**src/rtl/exec_sequencer_pkg.sv**
```systemverilog
// exec_sequencer_pkg: shared definitions for the instruction sequencer.
//   seq_state_e     - FSM state encoding. The codes are shown on the LCD.
//   StateW          - width of the exported state code.
//   DefaultStepDiv  - default IDLE cycles per instruction in run mode.
package exec_sequencer_pkg;

    localparam int unsigned StateW         = 3;
    localparam int unsigned DefaultStepDiv = 50_000_000;

    typedef enum logic [StateW-1:0] {
        StIdle   = 3'd0,
        StDecode = 3'd1,
        StExec   = 3'd2,
        StCommit = 3'd3,
        StHalt   = 3'd4,
        StLoad   = 3'd5
    } seq_state_e;

endpackage

```
**src/rtl/exec_sequencer_if.sv**
```systemverilog
// exec_sequencer_if: signal bundle between the sequencer and the MIPS top level.
//   Datapath/board -> sequencer: SEQ_run, SEQ_step, SEQ_load, SEQ_pc_val, SEQ_pc_next,
//                                SEQ_eh_flag, SEQ_reg_write_req, SEQ_mem_write_req
//   Sequencer -> datapath/board: SEQ_pc, SEQ_reg_we, SEQ_dmem_we, SEQ_state,
//                                SEQ_halted, SEQ_epc, SEQ_instr_count
// modport master: the datapath/board side. modport slave: the sequencer.
interface exec_sequencer_if #(
    parameter int unsigned PC_W  = 8,
    parameter int unsigned CNT_W = 16
);
    import exec_sequencer_pkg::*;

    logic              SEQ_run;
    logic              SEQ_step;
    logic              SEQ_load;
    logic [PC_W-1:0]   SEQ_pc_val;
    logic [PC_W-1:0]   SEQ_pc_next;
    logic              SEQ_eh_flag;
    logic              SEQ_reg_write_req;
    logic              SEQ_mem_write_req;
    logic [PC_W-1:0]   SEQ_pc;
    logic              SEQ_reg_we;
    logic              SEQ_dmem_we;
    logic [StateW-1:0] SEQ_state;
    logic              SEQ_halted;
    logic [PC_W-1:0]   SEQ_epc;
    logic [CNT_W-1:0]  SEQ_instr_count;

    modport master (
        output SEQ_run, SEQ_step, SEQ_load, SEQ_pc_val, SEQ_pc_next, SEQ_eh_flag,
               SEQ_reg_write_req, SEQ_mem_write_req,
        input  SEQ_pc, SEQ_reg_we, SEQ_dmem_we, SEQ_state, SEQ_halted, SEQ_epc,
               SEQ_instr_count
    );

    modport slave (
        input  SEQ_run, SEQ_step, SEQ_load, SEQ_pc_val, SEQ_pc_next, SEQ_eh_flag,
               SEQ_reg_write_req, SEQ_mem_write_req,
        output SEQ_pc, SEQ_reg_we, SEQ_dmem_we, SEQ_state, SEQ_halted, SEQ_epc,
               SEQ_instr_count
    );

endinterface

```
**src/rtl/exec_sequencer_step_sync.sv**
```systemverilog
// exec_sequencer_step_sync: pushbutton conditioner for single-step mode.
//   clk        in  system clock
//   rst        in  synchronous active-high reset
//   step_raw   in  raw pushbutton, asynchronous to clk
//   step_pulse out one-cycle pulse per button press (rising edge)
// A raw rise sampled at edge k appears as step_pulse in the cycle after edge k+1.
module exec_sequencer_step_sync (
    input  logic clk,
    input  logic rst,
    input  logic step_raw,
    output logic step_pulse
);

    logic sync1_q;
    logic sync2_q;
    logic prev_q;

    always_ff @(posedge clk) begin
        if (rst) begin
            sync1_q <= 1'b0;
            sync2_q <= 1'b0;
            prev_q  <= 1'b0;
        end else begin
            sync1_q <= step_raw;
            sync2_q <= sync1_q;
            prev_q  <= sync2_q;
        end
    end

    // Held button stays high in sync2_q and prev_q, so only the first cycle pulses.
    assign step_pulse = sync2_q & ~prev_q;

endmodule

```
**src/rtl/exec_sequencer.sv**
```systemverilog
// exec_sequencer: multi-cycle instruction sequencer for the single-cycle MIPS datapath.
// Owns the PC, gates the register-file and DMEM write strobes, and halts on exceptions.
//   SYS_clk  in  system clock, rising edge
//   SYS_rst  in  synchronous active-high reset
//   seq      slave side of exec_sequencer_if (run/step/load controls, next PC,
//            exception flag, write requests in; PC, gated strobes, state, halt,
//            EPC and retired-instruction count out)
// Sequence per instruction: IDLE -> DECODE -> EXEC -> COMMIT -> IDLE.
module exec_sequencer
    import exec_sequencer_pkg::*;
#(
    parameter int unsigned STEP_DIV = DefaultStepDiv,
    parameter int unsigned PC_W     = 8,
    parameter int unsigned CNT_W    = 16
) (
    input  logic            SYS_clk,
    input  logic            SYS_rst,
    exec_sequencer_if.slave seq
);

    localparam int unsigned DivW = (STEP_DIV > 1) ? $clog2(STEP_DIV) : 1;
    localparam logic [DivW-1:0] DivLast = DivW'(STEP_DIV - 1);

    seq_state_e       state_q, state_d;
    logic [DivW-1:0]  div_q, div_d;
    logic [PC_W-1:0]  pc_q, pc_d;
    logic [PC_W-1:0]  epc_q, epc_d;
    logic             halted_q, halted_d;
    logic [CNT_W-1:0] count_q, count_d;

    logic step_pulse;
    logic run_trig;
    logic step_trig;
    logic trigger;
    logic reg_we;
    logic dmem_we;

    exec_sequencer_step_sync u_step_sync (
        .clk        (SYS_clk),
        .rst        (SYS_rst),
        .step_raw   (seq.SEQ_step),
        .step_pulse (step_pulse)
    );

    // Triggers are only acted on in IDLE. Step pulses in run mode are dropped.
    assign run_trig  = seq.SEQ_run && (div_q == DivLast);
    assign step_trig = !seq.SEQ_run && step_pulse;
    assign trigger   = run_trig || step_trig;

    // State register
    always_ff @(posedge SYS_clk) begin
        if (SYS_rst) begin
            state_q <= StIdle;
        end else begin
            state_q <= state_d;
        end
    end

    // Next-state logic
    always_comb begin
        state_d = StIdle;
        case (state_q)
            StIdle: begin
                if (seq.SEQ_load) begin
                    state_d = StLoad;
                end else if (trigger) begin
                    state_d = StDecode;
                end else begin
                    state_d = StIdle;
                end
            end
            StDecode: state_d = seq.SEQ_eh_flag ? StHalt : StExec;
            StExec:   state_d = StCommit;
            StCommit: state_d = StIdle;
            StHalt:   state_d = seq.SEQ_load ? StLoad : StHalt;
            StLoad:   state_d = StIdle;
            default:  state_d = StIdle;
        endcase
    end

    // Output logic: strobes depend on state only, so a reset edge kills them at once.
    always_comb begin
        reg_we  = 1'b0;
        dmem_we = 1'b0;
        if (state_q == StExec) begin
            reg_we  = seq.SEQ_reg_write_req;
            dmem_we = seq.SEQ_mem_write_req;
        end
    end

    // Divider: counts IDLE cycles in run mode, cleared whenever it is not counting.
    always_comb begin
        div_d = '0;
        if (state_q == StIdle && seq.SEQ_run && !trigger && !seq.SEQ_load) begin
            div_d = div_q + DivW'(1);
        end
    end

    // PC, EPC, halt flag and retired-instruction counter
    always_comb begin
        pc_d     = pc_q;
        epc_d    = epc_q;
        halted_d = halted_q;
        count_d  = count_q;
        case (state_q)
            StDecode: begin
                if (seq.SEQ_eh_flag) begin
                    epc_d    = pc_q;
                    halted_d = 1'b1;
                end
            end
            StCommit: begin
                pc_d    = seq.SEQ_pc_next;
                count_d = count_q + CNT_W'(1);
            end
            StLoad: begin
                pc_d     = seq.SEQ_pc_val;
                halted_d = 1'b0;
            end
            default: ;
        endcase
    end

    always_ff @(posedge SYS_clk) begin
        if (SYS_rst) begin
            div_q    <= '0;
            pc_q     <= '0;
            epc_q    <= '0;
            halted_q <= 1'b0;
            count_q  <= '0;
        end else begin
            div_q    <= div_d;
            pc_q     <= pc_d;
            epc_q    <= epc_d;
            halted_q <= halted_d;
            count_q  <= count_d;
        end
    end

    assign seq.SEQ_pc          = pc_q;
    assign seq.SEQ_reg_we      = reg_we;
    assign seq.SEQ_dmem_we     = dmem_we;
    assign seq.SEQ_state       = state_q;
    assign seq.SEQ_halted      = halted_q;
    assign seq.SEQ_epc         = epc_q;
    assign seq.SEQ_instr_count = count_q;

endmodule
```
**src/flat_wrapper.sv**
```systemverilog
// flat-port wrapper written by rule: the top's interface ports become plain ports
module exec_sequencer_flat import exec_sequencer_pkg::*;
#(
    parameter int unsigned STEP_DIV = DefaultStepDiv,
    parameter int unsigned PC_W     = 8,
    parameter int unsigned CNT_W    = 16
)
  (SYS_clk, SYS_rst, seq_SEQ_run, seq_SEQ_step, seq_SEQ_load, seq_SEQ_pc_val, seq_SEQ_pc_next, seq_SEQ_eh_flag, seq_SEQ_reg_write_req, seq_SEQ_mem_write_req, seq_SEQ_pc, seq_SEQ_reg_we, seq_SEQ_dmem_we, seq_SEQ_state, seq_SEQ_halted, seq_SEQ_epc, seq_SEQ_instr_count);
  exec_sequencer_if #(.PC_W(PC_W), .CNT_W(CNT_W)) seq_i ();
  input  logic SYS_clk;
  input  logic SYS_rst;
  input wire logic [$bits(seq_i.SEQ_run)-1:0] seq_SEQ_run;
  input wire logic [$bits(seq_i.SEQ_step)-1:0] seq_SEQ_step;
  input wire logic [$bits(seq_i.SEQ_load)-1:0] seq_SEQ_load;
  input wire logic [$bits(seq_i.SEQ_pc_val)-1:0] seq_SEQ_pc_val;
  input wire logic [$bits(seq_i.SEQ_pc_next)-1:0] seq_SEQ_pc_next;
  input wire logic [$bits(seq_i.SEQ_eh_flag)-1:0] seq_SEQ_eh_flag;
  input wire logic [$bits(seq_i.SEQ_reg_write_req)-1:0] seq_SEQ_reg_write_req;
  input wire logic [$bits(seq_i.SEQ_mem_write_req)-1:0] seq_SEQ_mem_write_req;
  output wire logic [$bits(seq_i.SEQ_pc)-1:0] seq_SEQ_pc;
  output wire logic [$bits(seq_i.SEQ_reg_we)-1:0] seq_SEQ_reg_we;
  output wire logic [$bits(seq_i.SEQ_dmem_we)-1:0] seq_SEQ_dmem_we;
  output wire logic [$bits(seq_i.SEQ_state)-1:0] seq_SEQ_state;
  output wire logic [$bits(seq_i.SEQ_halted)-1:0] seq_SEQ_halted;
  output wire logic [$bits(seq_i.SEQ_epc)-1:0] seq_SEQ_epc;
  output wire logic [$bits(seq_i.SEQ_instr_count)-1:0] seq_SEQ_instr_count;
  assign seq_i.SEQ_run = seq_SEQ_run;
  assign seq_i.SEQ_step = seq_SEQ_step;
  assign seq_i.SEQ_load = seq_SEQ_load;
  assign seq_i.SEQ_pc_val = seq_SEQ_pc_val;
  assign seq_i.SEQ_pc_next = seq_SEQ_pc_next;
  assign seq_i.SEQ_eh_flag = seq_SEQ_eh_flag;
  assign seq_i.SEQ_reg_write_req = seq_SEQ_reg_write_req;
  assign seq_i.SEQ_mem_write_req = seq_SEQ_mem_write_req;
  assign seq_SEQ_pc = seq_i.SEQ_pc;
  assign seq_SEQ_reg_we = seq_i.SEQ_reg_we;
  assign seq_SEQ_dmem_we = seq_i.SEQ_dmem_we;
  assign seq_SEQ_state = seq_i.SEQ_state;
  assign seq_SEQ_halted = seq_i.SEQ_halted;
  assign seq_SEQ_epc = seq_i.SEQ_epc;
  assign seq_SEQ_instr_count = seq_i.SEQ_instr_count;
  exec_sequencer #(.STEP_DIV(STEP_DIV), .PC_W(PC_W), .CNT_W(CNT_W)) u_core (.SYS_clk(SYS_clk), .SYS_rst(SYS_rst), .seq(seq_i));
endmodule
```
**config.mk**
```make
export PLATFORM = sky130hd
export DESIGN_NAME = exec_sequencer_flat
export DESIGN_NICKNAME = d
export VERILOG_FILES = /design/src/rtl/exec_sequencer_pkg.sv /design/src/rtl/exec_sequencer_if.sv /design/src/rtl/exec_sequencer_step_sync.sv /design/src/rtl/exec_sequencer.sv /design/src/flat_wrapper.sv
export SDC_FILE = /design/constraint.sdc
export NUM_CORES = 1
export LEC_CHECK = 0
export CORE_AREA = 4 4 83 78
export DETAILED_ROUTE_END_ITERATION = 16
export DIE_AREA = 0 0 87 82
export PLACE_DENSITY = 0.93
export SYNTH_ARGS = -nofsm -noshare
export SYNTH_HDL_FRONTEND = slang
export SYNTH_SLANG_ARGS = --single-unit
```
**constraint.sdc**
```tcl
create_clock -name SYS_clk -period 5.1 [get_ports SYS_clk]
set_clock_uncertainty 0.15 [all_clocks]
set_input_delay 0.765 -clock SYS_clk [delete_from_list [all_inputs] [get_ports SYS_clk]]
set_output_delay 0.765 -clock SYS_clk [all_outputs]
set_load 0.02 [all_outputs]
```
# Word level (Yosys, flattened, before mapping)
# Cells that the tools add are included.
[classes] n_addsub=2 eq_ne=7 mux=10 bitwise=3 n_reduce_logical=15
[op_table] cell="$add 26x1->26 const B" count=1
[op_table] cell="$eq 26x26->1 const B" count=1
[op_table] cell="$add 16x1->16 const B" count=1
[op_table] cell="$pmux 8 s2" count=1
[op_table] cell="$pmux 3 s4" count=1
[op_table] cell="$eq 3x2->1 const B" count=2
[op_table] cell="$eq 3x3->1 const B" count=2
[op_table] cell="$mux 3" count=2
[op_table] cell="$logic_and 1x1->1" count=5
[op_table] cell="$mux 1" count=5
[op_table] cell="$reduce_and 2->1" count=2
[op_table] cell="$reduce_bool 2->1" count=2
[op_table] cell="$eq 3x1->1 const B" count=1
[op_table] cell="$logic_not 1->1" count=3
[op_table] cell="$logic_not 3->1" count=1
[op_table] cell="$ne 2x2->1 const B" count=1
[op_table] cell="$not 1->1" count=2
[op_table] cell="$pmux 1 s2" count=1
[op_table] cell="$reduce_or 2->1" count=1
[op_table] cell="$and 1x1->1" count=1
[op_table] cell="$logic_or 1x1->1" count=1
[word_totals] register_bits=65 inputBits=24 output_inout_bits=38 wordCells=46

# Logic depth before layout (Yosys ltp)
# Gate-level depths: netlist of the first run.
[depth] word_depth=9 ltp_mapped=6 ltp_nobuf=5

# Modules after synthesis
# Synthesis of the first run repeated with hierarchy kept, for this count alone.
[hier_totals] cells_unflattened=327 hier_area_um2=2932.8
[modules_own_cells] mod="exec_sequencer" instances=1 cells_each=320 area_each_um2=2845.2 seq_area_each_um2=1241.2
[modules_own_cells] mod="exec_sequencer_step_sync" instances=1 cells_each=7 area_each_um2=87.6 seq_area_each_um2=60.1

# Worst setup path after synthesis of the first run
# OpenSTA, ideal clock, no wires.
[synth_timing] path_kind="input -> register" startpoint="input seq_SEQ_run" endpoint="register u_core.div_q[2]" setup_time_ns=0.115 arrival_time_ns=1.900 required_ns=4.835 setup_slack_ns=2.936 cell_stages=5 path_buffers=1 path_cell_list="nor4bb_1 nand4_1 o311ai_2 buf_4 nor2_1"
[synth_between] elab_chain_len=8 elab_cells_between_ends=10 cone_classes="bitwise: 1; reduce/logical: 9"
[synth_rtl] element="start, declared" line_no="flat_wrapper.sv:12" source="input wire logic [$bits(seq_i.SEQ_run)-1:0] seq_SEQ_run;"
[synth_rtl] element="$logic_not 1->1" line_no="exec_sequencer.sv:47" source="assign step_trig = !seq.SEQ_run && step_pulse;"
[synth_rtl] element="$logic_and 1x1->1" line_no="exec_sequencer.sv:47"
[synth_rtl] element="$logic_or 1x1->1" line_no="exec_sequencer.sv:48" source="assign trigger = run_trig || step_trig;"
[synth_rtl] element="$logic_not 1->1" line_no="exec_sequencer.sv:94" source="if (state_q == StIdle && seq.SEQ_run && !trigger && !seq.SEQ_load) begin"
[synth_rtl] element="$logic_and 1x1->1 * (2 in a row)" line_no="exec_sequencer.sv:94"
[synth_rtl] element="$not 1->1 (no line) *"
[synth_rtl] element="$reduce_or 2->1 (no line) *"
[synth_rtl] element="end signal, assigned" line_no="exec_sequencer.sv:132" source="div_q <= div_d;"
[synth_rtl] element="end, declared" line_no="exec_sequencer.sv:25" source="logic [DivW-1:0] div_q, div_d;"
# Every way passes the cells marked *; elsewhere a longest branch is shown, timed or not.
# A chain may end at the register's enable or synchronous reset.

# Worst setup path after layout of the first run
[layout_timing] startpoint="input seq_SEQ_reg_write_req" endpoint="output seq_SEQ_reg_we"
[layout_between] elab_chain_len=1
[layout_rtl] element="start, declared" line_no="flat_wrapper.sv:18" source="input wire logic [$bits(seq_i.SEQ_reg_write_req)-1:0] seq_SEQ_reg_write_req;"
[layout_rtl] element="$mux 1" line_no="exec_sequencer.sv:85" source="if (state_q == StExec) begin"
[layout_rtl] element="end, declared" line_no="flat_wrapper.sv:21" source="output wire logic [$bits(seq_i.SEQ_reg_we)-1:0] seq_SEQ_reg_we;"
# Every way passes these cells.

==> impl_metrics.env, run 1 <==
export IMPL_status="finished clean"
export IMPL_grt_pass1_vias=2664
export IMPL_worstSetupPathType="input port to primary output"
export IMPL_crit_path_end_kind="primary output"
export IMPL_routabilityCongestion=0.825
export IMPL_critPathMaxFanout=1
export IMPL_tritoncts="built"
export IMPL_clk_pin_slew_worst_paths_ns=0.07
export IMPL_fp_dieW_um=87
export IMPL_cts_buffers_inserted=9
export IMPL_critPathLaunchType="input port"
export IMPL_clkPwrFrac_pct=42.6
export IMPL_synth_common_cells="65 x dfxtp_1, 47 x nand2_1, 38 x nor2_1"
export IMPL_core_area_um2=5560
export IMPL_max_vdd_ir_drop_uv=183
export IMPL_min_path_cells=1
export IMPL_fin_crit_sh_pct=56.7
export IMPL_ctsLongestPathBuffers=2
export IMPL_area_growth_pct=28.8
export IMPL_routed_via_count=2758
export IMPL_ys_seq_area_share_pct=45.1
export IMPL_dieArea_um2=7130
export IMPL_syn_num_nets=367
export IMPL_grt_ovfl_total=0
export IMPL_yosys_warnings=0
export IMPL_yosysUniqueCellTypes=41
export IMPL_drc=0
export IMPL_maxCapViolations=0
export IMPL_synth_edf_count=0
export IMPL_setup_viol=0
export IMPL_n_antenna_cell=0
export IMPL_antenna_found_initial=0
export IMPL_std_cell_rows=26
export IMPL_post_place_ws_ns=2.20
export IMPL_timing_rr_start="u_core.seq.SEQ_state[1]"
export IMPL_async_flop_share_pct=0
export IMPL_maxSlewViolCount=0
export IMPL_grt_pass1_wl_um=12000
export IMPL_syn_area_um2=2890
export IMPL_worstMarginPinSlew_ns=0.710
export IMPL_chipHeight_um=82
export IMPL_layout_min_cycle_time_ns=2.89
export IMPL_synth_most_common_cell="dfxtp_1"
export IMPL_power_density_nw_per_um2=281
export IMPL_reg2reg_setup_slack_ns=2.74
export IMPL_htreeDepth=3
export IMPL_power_frac_seq_pct=50.3
export IMPL_yosys_area_top_type="dfxtp_1"
export IMPL_required_ns=4.18
export IMPL_grt_use_total_pct=21.5
export IMPL_internal_power_w=0.000784
export IMPL_power_w=0.00105
export IMPL_yosys_area_top_type_share_pct=45.1
export IMPL_cts_sinks=65
export IMPL_reg2reg_depth=4
export IMPL_switching_share_pct=25.0
export IMPL_tns_ns=0
export IMPL_io_buffers=61
export IMPL_ios=62
export IMPL_cp_arrival_ns=1.97
export IMPL_postRouteAntennaNets=0
export IMPL_whs_endpoint="u_core.u_step_sync.sync2_q"
export IMPL_syn_area_per_cell_um2=8.46
export IMPL_synthFlopType="dfxtp_1"
export IMPL_hp_class="flop to flop"
export IMPL_fmax_mhz=346
export IMPL_leakagePower_nw=1.21
export IMPL_slew_headroom_pct=52.5
export IMPL_ctsResizeCount=0
export IMPL_rsz0062_at_grt="false"
export IMPL_finalHoldViolCount=0
export IMPL_place_detailed_hpwl_um=5200
export IMPL_min_from="u_core.u_step_sync.sync1_q"
export IMPL_postCtsSetupBuffers=0
export IMPL_initial_core_util_pct=51.9
export IMPL_crit_start="seq_SEQ_reg_write_req"
export IMPL_grt_max_degree=41
export IMPL_avgRoutedWirePerCell_um=15.8
export IMPL_vias_per_cell=5.84
export IMPL_ys_ff_latch=65
export IMPL_totalWireLength_um=7440
export IMPL_firstDrtPassIters=4
export IMPL_nNetsFinal=423
export IMPL_layout_setup_ws_ns=2.21
export IMPL_worstSkewPairLatency_ns=0.35
export IMPL_drive_above_1_share_pct=6.97
export IMPL_cts_hold_buf=0
export IMPL_synthCells=341
export IMPL_r2r_end="u_core.seq.SEQ_instr_count[15]"
export IMPL_power_switching_w=0.000261
export IMPL_p_comb_share_pct=7.1
export IMPL_root_buffer="clkbuf_8"
export IMPL_first_iter_violations=170
export IMPL_synthTopCellsByArea="dfxtp_1 45%, nand2_1 6.1%, nor2_1 4.9%"
[power by group through the flow]
stage                     logic [W]  clock network [W]  registers [W]
final                     0.0000746           0.000445       0.000526
after floorplan           0.0000312                  0       0.000541
after CTS                 0.0000749           0.000452       0.000526
after global placement    0.0000729                  0       0.000537
after global routing      0.0000805           0.000470       0.000527
after detailed placement  0.0000744                  0       0.000537
[layout by cell type, fill, tap and decap left out, types with 9 or more instances in the layout]
cell type         n
dfxtp_1          65
nor2_1           38
nand3_1          16
xnor2_1          11
or3_1            10
o21ai_0          14
nand4_1          14
xor2_1           11
a21oi_1          27
clkbuf_8          9
nand2_1          47
clkdlybuf4s50_1  61
[sequential cells by signal, indices dropped and copies added (netlist names)]
signal                      count
u_core.seq.SEQ_pc               8
u_core.seq.SEQ_halted           1
u_core.seq.SEQ_epc              8
u_core.u_step_sync.prev_q       1
u_core.div_q                   26
u_core.seq.SEQ_instr_count     16
u_core.u_step_sync.sync1_q      1
u_core.seq.SEQ_state            3
u_core.u_step_sync.sync2_q      1
[worst max-delay path, cell delays in order]
cell	delay, ns
clkdlybuf4s50_1	0.46
and3_1	0.15
clkdlybuf4s50_1	0.60
[cells by family (layout without fill, tap and decap cells)]
kind of cell	after synthesis	after routing	synth area share, %
compound gates	58	58	12.3
flops	65	65	45.1
fa+ha+maj	2	2	0.867
simple gates	171	171	31.5
buf+inv	23	84	3.60
xor+xnor	22	22	6.68
[worst max-delay path by stage]
stage	endpoint	slack, ns	cells after the start
5_1_grt	seq_SEQ_reg_we	2.17	3
2_1_floorplan	u_core.div_q[2]	2.94	5
4_1_cts	seq_SEQ_reg_we	2.19	3
3_3_place_gp	seq_SEQ_reg_we	2.23	3
3_5_place_dp	seq_SEQ_reg_we	2.20	3
6_report	seq_SEQ_reg_we	2.21	3
[stage by stage]
step / std cells / hold WS [ns] / util [%] / cell area (um2)
4_1_cts: 472 / 0.307 / 66.8 / 3720
3_5_place_dp: 456 / 0.292 / 63.2 / 3510
5_1_grt: 472 / 0.327 / 66.8 / 3720
2_1_floorplan: 341 / 0.264 / - / 2890
3_3_place_gp: 456 / 0.284 / 63.2 / 3510
6_report: 472 / 0.309 / 66.8 / 3720
[per-layer routing]
| metal | GRT usage [%] | vias up | wire [um] | share of wire [%] |
|---|---|---|---|---|
| met5 | 0 | - | 0 | 0 |
| met4 | 6.23 | 0 | 80 | 1.1 |
| met3 | 7.72 | 10 | 685 | 9.2 |
| met2 | 38.2 | 118 | 3650 | 49 |
| met1 | 24.1 | 1300 | 3030 | 41 |
| li1 | - | 1330 | - | - |
[cell type report]
type | instances | area, um2
Timing Repair Buffer | 63 | 626
Sequential cell | 65 | 1300
Inverter | 5 | 18.8
Clock buffer | 9 | 124
Fill cell | 437 | 1850
Tap cell | 70 | 87.6
Clock inverter | 7 | 78.8
Multi-Input combinational cell | 253 | 1480
No activity file was read; power rests on OpenSTA's default activity.
==> inputs of run 2 (changes only) <==
Settings changed: CORE_AREA 4 4 83 78 to 4 4 90 83, DIE_AREA 0 0 87 82 to 0 0 94 87, PLACE_DENSITY 0.93 to 0.86.
Clock period 5.1 ns to 2.5 ns, I/O delays scaled along.
==> run 2 against run 1 <==
  * Routed wire length is 4.3% lower
  * Flip-flop and latch count stayed put
  * Core utilization is 8.8 points lower
  * Final area is 1.7% higher
  * Sequential share of layout area is 0.59 points lower
  * Worst hold slack worse by 0.010 ns
==> impl_metrics.env, run 2 (synthesized netlist as in run 1, its figures left out) <==
export IMPL_status="finished clean"
export IMPL_io_buffers=61
export IMPL_switching_share_pct=23.3
export IMPL_internal_power_w=0.00165
export IMPL_reg2reg_depth=4
export IMPL_drc=0
export IMPL_tritoncts="built"
export IMPL_ios=62
export IMPL_nNetsFinal=426
export IMPL_grt_pass1_wl_um=11800
export IMPL_setup_viol=0
export IMPL_initial_core_util_pct=44.3
export IMPL_totalWireLength_um=7120
export IMPL_chipHeight_um=87
export IMPL_place_detailed_hpwl_um=5130
export IMPL_root_buffer="clkbuf_8"
export IMPL_n_antenna_cell=0
export IMPL_routed_via_count=2703
export IMPL_reg2reg_setup_slack_ns=0.40
export IMPL_leakagePower_nw=1.23
export IMPL_grt_max_degree=41
export IMPL_fmax_mhz=428
export IMPL_p_comb_share_pct=7.2
export IMPL_fin_util_pct=58.0
export IMPL_worstSetupPathType="flop to primary output"
export IMPL_avgRoutedWirePerCell_um=14.4
export IMPL_firstDrtPassIters=4
export IMPL_dieArea_um2=8180
export IMPL_largest_reg_flops=26
export IMPL_critPathMaxFanout=8
export IMPL_critPathLaunchType="flop"
export IMPL_antenna_found_initial=0
export IMPL_maxCapViolations=0
export IMPL_maxSlewViolCount=0
export IMPL_hp_class="flop to flop"
export IMPL_fin_crit_sh_pct=93.4
export IMPL_fp_dieW_um=94
export IMPL_grt_pass1_vias=2587
export IMPL_ctsLongestPathBuffers=2
export IMPL_std_cell_rows=28
export IMPL_grt_use_total_pct=18.0
export IMPL_cts_hold_buf=0
export IMPL_cp_arrival_ns=1.81
export IMPL_core_area_um2=6520
export IMPL_required_ns=1.98
export IMPL_first_iter_violations=113
export IMPL_slew_headroom_pct=56.7
export IMPL_htreeDepth=3
export IMPL_ctsResizeCount=0
export IMPL_crit_path_end_kind="primary output"
export IMPL_routabilityCongestion=0.818
export IMPL_clkPwrFrac_pct=42.9
export IMPL_worstMarginPinSlew_ns=0.648
export IMPL_power_density_nw_per_um2=568
export IMPL_finalHoldViolCount=0
export IMPL_power_switching_w=0.000501
export IMPL_postRouteAntennaNets=0
export IMPL_cts_buffers_inserted=9
export IMPL_drive_above_1_share_pct=7.41
export IMPL_cts_sinks=65
export IMPL_postCtsSetupBuffers=0
export IMPL_min_path_cells=1
export IMPL_vias_per_cell=5.46
export IMPL_clk_pin_slew_worst_paths_ns=0.07
export IMPL_regMostFlops="u_core.div_q"
export IMPL_mostFrequentLayoutCells="65 x dfxtp_1, 61 x clkdlybuf4s50_1, 47 x nand2_1, 38 x nor2_1, 27 x a21oi_1"
export IMPL_tns_ns=0
export IMPL_max_vdd_ir_drop_uv=250
export IMPL_area_growth_pct=31.0
export IMPL_layout_min_cycle_time_ns=2.33
export IMPL_power_frac_seq_pct=49.9
export IMPL_fillers=601
export IMPL_grt_ovfl_total=0
export IMPL_worstSkewPairLatency_ns=0.34
export IMPL_final_common_cell="dfxtp_1"
export IMPL_rsz0062_at_grt="false"
==> run 2: power by group through the flow <==
stage	sequential [W]	clock (W)	combinational, W
after floorplan	0.00110	0	0.0000636
after global placement	0.00110	0	0.000152
after detailed placement	0.00110	0	0.000155
after CTS	0.00107	0.000939	0.000156
after global routing	0.00108	0.000997	0.000165
final	0.00107	0.000922	0.000154
==> run 2: layout make-up <==
| cell class | count | area, um2 | share of cell area [%] |
|---|---|---|---|
| clock buffers | 12 | 155 | 4.10 |
| clock inverters | 4 | 51.3 | 1.36 |
| inverters | 5 | 18.8 | 0.496 |
| multi-input cells | 253 | 1480 | 39.2 |
| flip-flops and latches | 65 | 1300 | 34.4 |
| well taps | 90 | 113 | 2.98 |
| repair buffers | 66 | 661 | 17.5 |
==> run 2: through the flow <==
stage               power, W  hold slack (ns)  area [um2]  setup WS [ns]  instances
floorplan            0.00117            0.264        2890          0.472        341
global placement     0.00125            0.284        3570          0.349        479
detailed placement   0.00125            0.285        3570          0.278        479
CTS                  0.00217            0.306        3780          0.106        495
global route         0.00224            0.324        3780         0.0263        495
finish               0.00215            0.299        3780          0.166        495
==> run 2: per-layer routing <==
| layer | track usage, % | vias up | share of wire, % | wire [um] |
|---|---|---|---|---|
| met4 | 4.99 | 0 | 0.55 | 39 |
| met3 | 5.10 | 5 | 5.6 | 396 |
| li1 | - | 1335 | - | - |
| met5 | 0 | - | 0 | 0 |
| met2 | 31.3 | 74 | 50 | 3550 |
| met1 | 21.7 | 1289 | 44 | 3140 |
==> run 2: worst paths after layout <==
kind | from | endpoint
worst min register to register | u_core.u_step_sync.sync1_q | u_core.u_step_sync.sync2_q
worst max-delay path | u_core.seq.SEQ_state[0] | seq_SEQ_dmem_we
worst max register to register | u_core.seq.SEQ_state[1] | u_core.seq.SEQ_instr_count[15]
worst min-delay path | u_core.u_step_sync.sync1_q | u_core.u_step_sync.sync2_q
==> run 2: worst max-delay path, stage by stage (launching register included) <==
cell and delay (ns):
dfxtp_1 0.40, nor2_1 0.27, and3_1 0.19, clkdlybuf4s50_1 0.60
==> inputs of run 3 (changes only) <==
Settings changed: SLEW_MARGIN set to 20.
==> results of run 3 <==
The final DEF is identical to that of run 2; final timing and power are the same.
